==> config.mk <==
export PLATFORM = sky130hd
export DESIGN_NAME = mc_ctrl_fsm_flat
export DESIGN_NICKNAME = d
export VERILOG_FILES = /design/src/rtl/mc_ctrl_fsm_pkg.sv /design/src/rtl/mc_ctrl_fsm_if.sv /design/src/rtl/mc_ctrl_decode.sv /design/src/rtl/mc_ctrl_fsm.sv /design/src/flat_wrapper.sv
export SDC_FILE = /design/constraint.sdc
export NUM_CORES = 1
export LEC_CHECK = 0
export BUFFER_PORTS_ARGS = -buffer_cell sky130_fd_sc_hd__buf_2
export CAP_MARGIN = 20
export CORE_MARGIN = 5
export CORE_UTILIZATION = 35
export DETAILED_ROUTE_END_ITERATION = 10
export PLACE_DENSITY = 0.69
export SYNTH_ARGS = -nofsm -noshare
export SYNTH_HDL_FRONTEND = slang
export SYNTH_SLANG_ARGS = --single-unit
==> constraint.sdc <==
create_clock -name clk -period 2.6 [get_ports clk]
set_clock_uncertainty 0.1 [all_clocks]
set_input_delay 0.78 -clock clk [delete_from_list [all_inputs] [get_ports clk]]
set_output_delay 0.78 -clock clk [all_outputs]
set_load 0.005 [all_outputs]
==> src/rtl/mc_ctrl_fsm_pkg.sv <==
// Shared control constants for the multi-cycle RV32I sequencer.
// State codes, opcodes, datapath mux selects and the control bundle.
package rv_ctrl_pkg;

  typedef enum logic [3:0] {
    S_RST      = 4'd0,
    S_FETCH    = 4'd1,
    S_DECODE   = 4'd2,
    S_MEMADR   = 4'd3,
    S_MEMREAD  = 4'd4,
    S_MEMWB    = 4'd5,
    S_MEMWRITE = 4'd6,
    S_EXECR    = 4'd7,
    S_EXECI    = 4'd8,
    S_ALUWB    = 4'd9,
    S_BRANCH   = 4'd10,
    S_JAL      = 4'd11,
    S_TRAP     = 4'd15
  } state_t;

  localparam logic [6:0] OP_LOAD   = 7'b0000011;
  localparam logic [6:0] OP_STORE  = 7'b0100011;
  localparam logic [6:0] OP_R      = 7'b0110011;
  localparam logic [6:0] OP_I      = 7'b0010011;
  localparam logic [6:0] OP_LUI    = 7'b0110111;
  localparam logic [6:0] OP_BRANCH = 7'b1100011;
  localparam logic [6:0] OP_JAL    = 7'b1101111;

  localparam logic [1:0] SRCA_PC    = 2'b00;
  localparam logic [1:0] SRCA_OLDPC = 2'b01;
  localparam logic [1:0] SRCA_RS1   = 2'b10;
  localparam logic [1:0] SRCA_ZERO  = 2'b11;

  localparam logic [1:0] SRCB_RS2  = 2'b00;
  localparam logic [1:0] SRCB_IMM  = 2'b01;
  localparam logic [1:0] SRCB_FOUR = 2'b10;

  localparam logic [1:0] ALU_ADD   = 2'b00;
  localparam logic [1:0] ALU_SUB   = 2'b01;
  localparam logic [1:0] ALU_FUNCT = 2'b10;

  localparam logic [1:0] RES_ALUOUT = 2'b00;
  localparam logic [1:0] RES_MEM    = 2'b01;
  localparam logic [1:0] RES_ALU    = 2'b10;

  typedef struct packed {
    logic       pc_write;
    logic       ir_write;
    logic       reg_write;
    logic       mem_read;
    logic       mem_write;
    logic       branch;
    logic       adr_src;
    logic [1:0] alu_src_a;
    logic [1:0] alu_src_b;
    logic [1:0] alu_op;
    logic [1:0] result_src;
    logic       retire;
  } ctrl_t;

endpackage

==> src/rtl/mc_ctrl_fsm_if.sv <==
// Control bundle between the sequencer and the shared datapath.
// master = sequencer, slave = datapath.
interface mc_ctrl_if;
  logic [6:0] opcode;
  logic       mem_ready;
  logic       pc_write;
  logic       ir_write;
  logic       reg_write;
  logic       mem_read;
  logic       mem_write;
  logic       branch;
  logic       adr_src;
  logic [1:0] alu_src_a;
  logic [1:0] alu_src_b;
  logic [1:0] alu_op;
  logic [1:0] result_src;
  logic       retire;
  logic       illegal;
  logic [3:0] state;

  modport master (
    input  opcode, mem_ready,
    output pc_write, ir_write, reg_write,
    output mem_read, mem_write, branch,
    output adr_src, alu_src_a, alu_src_b,
    output alu_op, result_src, retire,
    output illegal, state
  );

  modport slave (
    output opcode, mem_ready,
    input  pc_write, ir_write, reg_write,
    input  mem_read, mem_write, branch,
    input  adr_src, alu_src_a, alu_src_b,
    input  alu_op, result_src, retire,
    input  illegal, state
  );
endinterface

==> src/rtl/mc_ctrl_decode.sv <==
// Combinational state/opcode decode for the multi-cycle sequencer.
// Produces the datapath control bundle and the next state.
module mc_ctrl_decode
  import rv_ctrl_pkg::*;
(
  input  state_t     st,
  input  logic [6:0] opcode,
  input  logic       mem_ready,
  output ctrl_t      ctrl,
  output state_t     nxt
);

  // Per-state control outputs and next-state selection
  always_comb begin
    ctrl = '0;
    nxt  = st;
    case (st)
      S_RST: nxt = S_FETCH;
      S_FETCH: begin
        ctrl.mem_read   = 1'b1;
        ctrl.alu_src_a  = SRCA_PC;
        ctrl.alu_src_b  = SRCB_FOUR;
        ctrl.alu_op     = ALU_ADD;
        ctrl.result_src = RES_ALU;
        ctrl.ir_write   = mem_ready;
        ctrl.pc_write   = mem_ready;
        nxt = mem_ready ? S_DECODE : S_FETCH;
      end
      S_DECODE: begin
        ctrl.alu_src_a = SRCA_OLDPC;
        ctrl.alu_src_b = SRCB_IMM;
        ctrl.alu_op    = ALU_ADD;
        unique case (1'b1)
          (opcode == OP_LOAD),
          (opcode == OP_STORE):  nxt = S_MEMADR;
          (opcode == OP_R):      nxt = S_EXECR;
          (opcode == OP_I),
          (opcode == OP_LUI):    nxt = S_EXECI;
          (opcode == OP_BRANCH): nxt = S_BRANCH;
          (opcode == OP_JAL):    nxt = S_JAL;
          default:               nxt = S_TRAP;
        endcase
      end
      S_MEMADR: begin
        ctrl.alu_src_a = SRCA_RS1;
        ctrl.alu_src_b = SRCB_IMM;
        ctrl.alu_op    = ALU_ADD;
        nxt = (opcode == OP_LOAD) ? S_MEMREAD : S_MEMWRITE;
      end
      S_MEMREAD: begin
        ctrl.adr_src  = 1'b1;
        ctrl.mem_read = 1'b1;
        nxt = mem_ready ? S_MEMWB : S_MEMREAD;
      end
      S_MEMWB: begin
        ctrl.result_src = RES_MEM;
        ctrl.reg_write  = 1'b1;
        ctrl.retire     = 1'b1;
        nxt = S_FETCH;
      end
      S_MEMWRITE: begin
        ctrl.adr_src   = 1'b1;
        ctrl.mem_write = 1'b1;
        ctrl.retire    = mem_ready;
        nxt = mem_ready ? S_FETCH : S_MEMWRITE;
      end
      S_EXECR: begin
        ctrl.alu_src_a = SRCA_RS1;
        ctrl.alu_src_b = SRCB_RS2;
        ctrl.alu_op    = ALU_FUNCT;
        nxt = S_ALUWB;
      end
      S_EXECI: begin
        ctrl.alu_src_b = SRCB_IMM;
        if (opcode == OP_LUI) begin
          ctrl.alu_src_a = SRCA_ZERO;
          ctrl.alu_op    = ALU_ADD;
        end else begin
          ctrl.alu_src_a = SRCA_RS1;
          ctrl.alu_op    = ALU_FUNCT;
        end
        nxt = S_ALUWB;
      end
      S_ALUWB: begin
        ctrl.result_src = RES_ALUOUT;
        ctrl.reg_write  = 1'b1;
        ctrl.retire     = 1'b1;
        nxt = S_FETCH;
      end
      S_BRANCH: begin
        ctrl.alu_src_a  = SRCA_RS1;
        ctrl.alu_src_b  = SRCB_RS2;
        ctrl.alu_op     = ALU_SUB;
        ctrl.result_src = RES_ALUOUT;
        ctrl.branch     = 1'b1;
        ctrl.retire     = 1'b1;
        nxt = S_FETCH;
      end
      S_JAL: begin
        ctrl.alu_src_a  = SRCA_OLDPC;
        ctrl.alu_src_b  = SRCB_FOUR;
        ctrl.alu_op     = ALU_ADD;
        ctrl.result_src = RES_ALUOUT;
        ctrl.pc_write   = 1'b1;
        nxt = S_ALUWB;
      end
      S_TRAP: nxt = S_TRAP;
      default: nxt = S_FETCH;
    endcase
  end

endmodule

==> src/rtl/mc_ctrl_fsm.sv <==
// Multi-cycle RV32I control sequencer: state register, sticky
// illegal flag and retired-instruction counter around the decode.
module mc_ctrl_fsm
  import rv_ctrl_pkg::*;
#(
  parameter int INSTRET_W = 32
) (
  input  logic                 clk,
  input  logic                 rst_n,
  mc_ctrl_if.master            bus,
  output logic [INSTRET_W-1:0] instret
);

  state_t st;
  state_t nxt;
  ctrl_t  ctrl;
  logic   illegal;

  mc_ctrl_decode u_decode (
    .st        (st),
    .opcode    (bus.opcode),
    .mem_ready (bus.mem_ready),
    .ctrl      (ctrl),
    .nxt       (nxt)
  );

  // State register; reset forces RST so every output drops at once
  always_ff @(posedge clk or negedge rst_n) begin
    if (!rst_n) st <= S_RST;
    else        st <= nxt;
  end

  // Sticky illegal flag, raised on entry to TRAP
  always_ff @(posedge clk or negedge rst_n) begin
    if (!rst_n)              illegal <= 1'b0;
    else if (nxt == S_TRAP)  illegal <= 1'b1;
  end

  // Retired-instruction counter, wraps naturally
  always_ff @(posedge clk or negedge rst_n) begin
    if (!rst_n)           instret <= '0;
    else if (ctrl.retire) instret <= instret + INSTRET_W'(1);
  end

  assign bus.pc_write   = ctrl.pc_write;
  assign bus.ir_write   = ctrl.ir_write;
  assign bus.reg_write  = ctrl.reg_write;
  assign bus.mem_read   = ctrl.mem_read;
  assign bus.mem_write  = ctrl.mem_write;
  assign bus.branch     = ctrl.branch;
  assign bus.adr_src    = ctrl.adr_src;
  assign bus.alu_src_a  = ctrl.alu_src_a;
  assign bus.alu_src_b  = ctrl.alu_src_b;
  assign bus.alu_op     = ctrl.alu_op;
  assign bus.result_src = ctrl.result_src;
  assign bus.retire     = ctrl.retire;
  assign bus.illegal    = illegal;
  assign bus.state      = st;

endmodule

==> src/flat_wrapper.sv <==
// flat-port wrapper written by rule: the top's interface ports become plain ports
module mc_ctrl_fsm_flat import rv_ctrl_pkg::*;
#(
  parameter int INSTRET_W = 32
)
  (clk, rst_n, instret, bus_opcode, bus_mem_ready, bus_pc_write, bus_ir_write, bus_reg_write, bus_mem_read, bus_mem_write, bus_branch, bus_adr_src, bus_alu_src_a, bus_alu_src_b, bus_alu_op, bus_result_src, bus_retire, bus_illegal, bus_state);
  mc_ctrl_if bus_i ();
  input  logic clk;
  input  logic rst_n;
  output logic [INSTRET_W-1:0] instret;
  input wire logic [$bits(bus_i.opcode)-1:0] bus_opcode;
  input wire logic [$bits(bus_i.mem_ready)-1:0] bus_mem_ready;
  output wire logic [$bits(bus_i.pc_write)-1:0] bus_pc_write;
  output wire logic [$bits(bus_i.ir_write)-1:0] bus_ir_write;
  output wire logic [$bits(bus_i.reg_write)-1:0] bus_reg_write;
  output wire logic [$bits(bus_i.mem_read)-1:0] bus_mem_read;
  output wire logic [$bits(bus_i.mem_write)-1:0] bus_mem_write;
  output wire logic [$bits(bus_i.branch)-1:0] bus_branch;
  output wire logic [$bits(bus_i.adr_src)-1:0] bus_adr_src;
  output wire logic [$bits(bus_i.alu_src_a)-1:0] bus_alu_src_a;
  output wire logic [$bits(bus_i.alu_src_b)-1:0] bus_alu_src_b;
  output wire logic [$bits(bus_i.alu_op)-1:0] bus_alu_op;
  output wire logic [$bits(bus_i.result_src)-1:0] bus_result_src;
  output wire logic [$bits(bus_i.retire)-1:0] bus_retire;
  output wire logic [$bits(bus_i.illegal)-1:0] bus_illegal;
  output wire logic [$bits(bus_i.state)-1:0] bus_state;
  assign bus_i.opcode = bus_opcode;
  assign bus_i.mem_ready = bus_mem_ready;
  assign bus_pc_write = bus_i.pc_write;
  assign bus_ir_write = bus_i.ir_write;
  assign bus_reg_write = bus_i.reg_write;
  assign bus_mem_read = bus_i.mem_read;
  assign bus_mem_write = bus_i.mem_write;
  assign bus_branch = bus_i.branch;
  assign bus_adr_src = bus_i.adr_src;
  assign bus_alu_src_a = bus_i.alu_src_a;
  assign bus_alu_src_b = bus_i.alu_src_b;
  assign bus_alu_op = bus_i.alu_op;
  assign bus_result_src = bus_i.result_src;
  assign bus_retire = bus_i.retire;
  assign bus_illegal = bus_i.illegal;
  assign bus_state = bus_i.state;
  mc_ctrl_fsm #(.INSTRET_W(INSTRET_W)) u_core (.clk(clk), .rst_n(rst_n), .bus(bus_i), .instret(instret));
endmodule
==> flow_summary_export.csv, run 1 <==
group,metric,value,unit
synth,ys_ff_latch,37,
floorplan,fp.dieW,89.3,um
placement,placed_area,0.00264,mm^2
synth,synthesis.nets,246,
synth,syn_avg_cell_area,9.37,um^2
clocking,cts_tree,"done",
critical_path,end_kind,"output pin",
synth,synth_top_area_share,42.1,%
power_and_ir_drop,seqPwrFrac,38.7,%
floorplan,start_util,36.5,%
power_and_ir_drop,finalPower,2.01,mW
route,drtIter0Drc,62,
clocking,root_buffer,"clkbuf_8",
synth,syn_area,0.00220,mm^2
finish,drive_gt1_share,31.8,%
route,drt-vias-per-instance,5.14,
floorplan,placementRows,28,
synth,synth_cells,235,
clocking,clock_latency,290,ps
grt,overflow,0,
sta,fmax,389,MHz
finish,diodes,0,
critical_path,crit_chain,"buf_6, nor2b_4, nand2_2, nor2_4, or4_1, o21ai_1, buf_2",
critical_path,crit_arrival,1690,ps
clocking,cts_hold_buf,0,
critical_path,worstPathRequired,1720,ps
route,vias,1967,
critical_path,slowest_delay,380,ps
critical_path,worst_path_max_delay_cell,"or4_1",
placement,numPortBuffers,62,
sta,finalHoldViolations,0,
power_and_ir_drop,peakVddDrop,251,uV
synth,ys_warn_count,0,
sta,max_slew_margin,45.4,%
power_and_ir_drop,swShare,39.2,%
floorplan,core_area,0.00603,mm^2
clocking,ctsHtreeMaxLevel,2,
status,outcome,"completed",
floorplan,ios,63,
floorplan,die_y,89.3,um
grt,grt_max_degree,38,
finish,final_common_cell,"buf_2",
power_and_ir_drop,p_per_area,726,mW/mm^2
finish,design_area,0.00277,mm^2
power_and_ir_drop,combPwrFrac,42.4,%
sta,slew_viol_final,0,
placement,dp_cells,373,
sta,post-route-period-util,98.8,%
finish,syn_to_final_growth,25.8,%
finish,final_nets,318,
synth,async_flop_share,100,%
sta,tightestPinTransition,818,ps
finish,instances_no_fill,383,
sta,grt_setup_unrepaired,"yes",
critical_path,crit_fanout,2,
floorplan,die_area,0.00797,mm^2
critical_path,crit_path_start_kind,"input port",
sta,timing.hold.ws,364,ps
route,first_pass_iters,4,
power_and_ir_drop,cellLeakagePower,1.36,nW
worst_hold_path,hold_class,"flip-flop to flip-flop",
synth,synth_edf_count,0,
grt,grt_pass1_wl,8480,um
sta,fin_crit,2570,ps
route,ant_nets,0,
synth,synth_top_flop_cell,"dfrtp_1",
power_and_ir_drop,switching_power,787,uW
route,wl,5120,um
route,drc,0,
power_and_ir_drop,power_frac_clock,19.0,%
sta,setup_viol,0,
sta,fin_tns_setup,0,ps
synth,yosys.area.top_type,"dfrtp_1",
finish,layout_common_cells,"59 x buf_2, 34 x dfrtp_1, 33 x nand2_1",
placement,gp_congestion,0.801,
critical_path,timing_worst_setup_path_type,"input port to output pin",
clocking,cts.clk_slew.worst_paths,70,ps
clocking,cts_buffer_depth,2,
placement,dp_hpwl,3950,um
grt,grt_pass1_vias,1871,
synth,ys_types,47,
clocking,numCtsBuffers,5,
synth,yosysSeqAreaShare,42.1,%
grt,antenna_found_initial,0,
synth,ys_top_cells_by_area,"dfrtp_1 42%, xnor2_1 8.4%, nand2_1 5.8%",
clocking,cts.sinks,37,
grt,grt_usage,13.4,%
power_and_ir_drop,p_int,1.22,mW
run,maxCapViolCount,0,
route,routedWlPerCell,13.4,um
-- metrics by stage --
step	setup slack (ps)	util, %
final	29.9	45.9
after global routing	-13.8	45.9
after CTS	4.27	45.2
after detailed placement	-19.4	43.8
after global placement	-5.69	43.8
after floorplan	191	-
-- cell usage after synthesis (2+ instances only) --
| master | instances |
|---|---|
| a21oi_1 | 6 |
| a22oi_1 | 2 |
| and2_1 | 2 |
| and3_1 | 6 |
| and4_1 | 3 |
| buf_2 | 2 |
| clkbuf_1 | 5 |
| dfrtp_1 | 37 |
| inv_1 | 5 |
| mux2i_1 | 2 |
| nand2_1 | 34 |
| nand2b_1 | 4 |
| nand3_1 | 10 |
| nand4_1 | 9 |
| nor2_1 | 24 |
| nor2b_1 | 3 |
| nor3_1 | 4 |
| nor3b_1 | 5 |
| nor4_4 | 2 |
| o21ai_0 | 5 |
| o22ai_1 | 2 |
| o311ai_0 | 4 |
| or2_2 | 3 |
| or4_1 | 2 |
| xnor2_1 | 21 |
| xor2_1 | 11 |
| xor2_2 | 2 |
-- path summary, 6_finish.rpt --
kind                            cells after the start             endpoint  slack (ps)                start
worst max-delay path                                7        bus_alu_op[1]          30        bus_opcode[4]
worst min-delay path                                1   u_core.instret[31]         360   u_core.instret[31]
worst max register to register                      5   u_core.instret[19]         510  u_core.bus.state[1]
worst min register to register                      1   u_core.instret[31]         360   u_core.instret[31]
max in group asynchronous                           1  u_core.bus.state[0]        1350                rst_n
min in group asynchronous                           1   u_core.instret[25]         480                rst_n
-- layer usage --
metal	vias up	GRT usage, %	routed length [um]
li1	962	-	-
met1	937	17.5	2220
met2	60	20.7	2370
met3	8	4.52	458
met4	0	4.74	64
met5	-	0	0
-- cell families (layout without fill, tap and decap cells) --
group | count (synthesis) | in the layout | synth area share (%)
simple gates | 119 | 119 | 29.7
flops | 37 | 37 | 42.1
xor+xnor | 34 | 34 | 14.2
compound gates | 26 | 26 | 8.87
buf+inv | 15 | 88 | 3.18
mux | 3 | 3 | 1.42
fa+ha+maj | 1 | 1 | 0.568
-- state kept, by name, summed over array words and instances, names as in the netlist --
signal,count
u_core.bus.illegal,1
u_core.bus.state,4
u_core.instret,32
-- layout make-up --
class,count,area (um^2)
well taps,75,93.8
repair buffers,75,423
multi-input cells,183,1220
clock buffers,8,80.1
flip-flops and latches,37,930
inverters,5,18.8
fillers,613,3260
-- repair_timing --
action | CTS | global route
pin swaps | 0 | 2
resized for setup | 4 | 9
setup buffers | 0 | 2
setup endpoints to repair | 2 | 4
hold endpoints to repair | 0 | 0
-- power groups by stage --
stage / combinational (mW) / clock (mW) / sequential, mW
finish: 0.851 / 0.381 / 0.777
global route: 0.957 / 0.416 / 0.796
CTS: 0.863 / 0.391 / 0.773
detailed placement: 0.858 / 0 / 0.785
global placement: 0.842 / 0 / 0.783
floorplan: 0.608 / 0 / 0.716
-- critical path, delay by kind of cell --
| kind | cells | cell delay (ps) |
|---|---|---|
| buffers and inverters | 2 | 210 |
| AOI/OAI and AO/OA | 1 | 80 |
| and+or+nand+nor | 4 | 610 |
Power figures use the tool's default switching activity.
==> run 2, diff against run 1 <==
Settings changed: CORE_MARGIN 5 to 2.
==> run 2 against run 1 <==
The run now ends with negative setup slack left. Via count shrank 2.2%. Global-route usage grew 0.88 points. Clock power grew 34%. Wire length shrank 2.7%. Clock-buffer cell count shrank 1. Register-to-register slack lost 30 ps. Critical path depth is the same. First-iteration DRC count grew 19%. Utilization grew 0.96 points. Sequential share of layout area shrank 0.54 points. Critical path type unchanged.
==> flow_summary_export.csv, run 2 (same netlist as run 1, synthesis figures left out) <==
group,metric,value,unit
critical_path,crit_path_start_kind,"input port",
floorplan,placementRows,28,
clocking,cts_buffer_depth,2,
clocking,root_buffer,"clkbuf_8",
floorplan,start_util,36.7,%
route,drt-vias-per-instance,5.01,
route,vias,1923,
grt,overflow,0,
clocking,ctsHtreeMaxLevel,2,
route,drc,0,
finish,final_common_cell,"buf_2",
floorplan,core_area,0.00599,mm^2
route,routedWlPerCell,13.0,um
power_and_ir_drop,cellLeakagePower,1.39,nW
sta,fin_crit,2650,ps
clocking,cts_hold_buf,0,
finish,largest_reg_flops,32,
power_and_ir_drop,swShare,36.9,%
clocking,cts_tree,"done",
critical_path,timing_worst_setup_path_type,"input port to output pin",
route,wl,4980,um
run,maxCapViolCount,0,
sta,fmax,378,MHz
power_and_ir_drop,switching_power,787,uW
sta,grt_setup_unrepaired,"yes",
power_and_ir_drop,peakVddDrop,335,uV
floorplan,fp.dieW,83.3,um
finish,layout_common_cells,"59 x buf_2, 35 x dfrtp_1, 33 x nand2_1",
grt,grt_pass1_wl,8430,um
grt,antenna_found_initial,0,
grt,grt_max_degree,26,
sta,finalHoldViolations,0,
floorplan,die_y,83.3,um
clocking,cts.clk_slew.worst_paths,70,ps
finish,design_area,0.00281,mm^2
critical_path,crit_arrival,1770,ps
worst_hold_path,hold_class,"flip-flop to flip-flop",
clocking,cts.sinks,37,
power_and_ir_drop,seqPwrFrac,36.5,%
power_and_ir_drop,combPwrFrac,39.6,%
clocking,numCtsBuffers,5,
finish,syn_to_final_growth,27.6,%
clocking,clock_latency,280,ps
finish,diodes,0,
status,outcome,"complete, but fails checks",
floorplan,die_area,0.00694,mm^2
critical_path,end_kind,"output pin",
power_and_ir_drop,p_int,1.34,mW
placement,placed_area,0.00265,mm^2
finish,drive_gt1_share,32.4,%
power_and_ir_drop,p_per_area,759,mW/mm^2
placement,gp_congestion,0.785,
route,drtIter0Drc,74,
finish,largest-register,"u_core.instret",
sta,fin_ws,-47.4,ps
route,ant_nets,0,
placement,dp_slack,-16.9,ps
grt,grt_pass1_vias,1828,
sta,max_slew_margin,62.8,%
critical_path,crit_fanout,2,
placement,dp_hpwl,3780,um
grt,grt_usage,14.3,%
sta,slew_viol_final,0,
finish,final_util,46.9,%
sta,post-route-period-util,102,%
floorplan,ios,63,
finish,final_nets,319,
sta,tightestPinTransition,558,ps
route,first_pass_iters,4,
placement,numPortBuffers,62,
sta,setup_viol,1,
critical_path,worstPathRequired,1720,ps
power_and_ir_drop,power_frac_clock,23.9,%
sta,timing.hold.ws,362,ps
status,failed_checks,"negative setup slack",
==> run 2: cell count changes in the layout (fill, tap and decap cells not counted) <==
cell,previous run,this run
buf_6,2,3
bufinv_16,0,1
clkbuf_1,3,1
clkbuf_8,5,6
dfrtp_1,34,35
dfrtp_2,3,2
nor2_2,0,1
nor2_4,1,0
==> run 2: final cells by class <==
type	count	area, um^2
multi-input cells	183	1220
fillers	566	3180
clock buffers	7	86.3
flip-flops and latches	37	928
clock inverters	1	30.0
inverters	5	18.8
repair buffers	76	434
well taps	75	93.8
==> run 2: power groups by stage <==
stage / Combinational (mW) / Clock, mW / Sequential (mW)
CTS: 0.844 / 0.527 / 0.773
detailed placement: 0.840 / 0 / 0.785
global route: 0.945 / 0.554 / 0.791
floorplan: 0.608 / 0 / 0.716
global placement: 0.833 / 0 / 0.784
finish: 0.845 / 0.510 / 0.777
==> run 2: final timing paths <==
kind | startpoint | end | slack [ps] | cells past startpoint
min reg2reg | u_core.instret[31] | u_core.instret[31] | 360 | 1
max in group asynchronous | rst_n | u_core.bus.state[0] | 1480 | 2
max | bus_opcode[4] | bus_alu_op[1] | -50 | 7
min in group asynchronous | rst_n | u_core.instret[29] | 380 | 1
min | u_core.instret[31] | u_core.instret[31] | 360 | 1
max reg2reg | u_core.bus.state[1] | u_core.instret[23] | 480 | 5
==> run 2: critical path, stage by stage <==
cell and delay (ps):
buf_6 90, nor2b_4 120, nand2_2 50, nor2_2 40, or4_1 450, o21ai_1 100, buf_2 140
==> run 2: metrics by stage <==
stage	total power, mW	std cells	setup TNS [ps]
after detailed placement	1.62	375	-25.3
after global routing	2.29	384	-125
after global placement	1.62	375	0
final	2.13	384	-47.4
after CTS	2.14	383	-12.8
after floorplan	1.32	235	0
==> run 2: timing repair <==
action | CTS | global route
resized for setup | 1 | 11
pin swaps | 1 | 4
setup endpoints to repair | 2 | 6
setup buffers | 0 | 1
endpoints found under the hold margin | 0 | 0
gates cloned | 0 | 0
==> run 2: routing by layer <==
metal | part of all wire, % | vias up | global-route usage (%)
li1 | - | 969 | -
met2 | 46 | 49 | 22.7
met5 | 0 | - | 0
met4 | 0.56 | 0 | 2.24
met1 | 48 | 901 | 19.3
met3 | 5.8 | 4 | 4.77
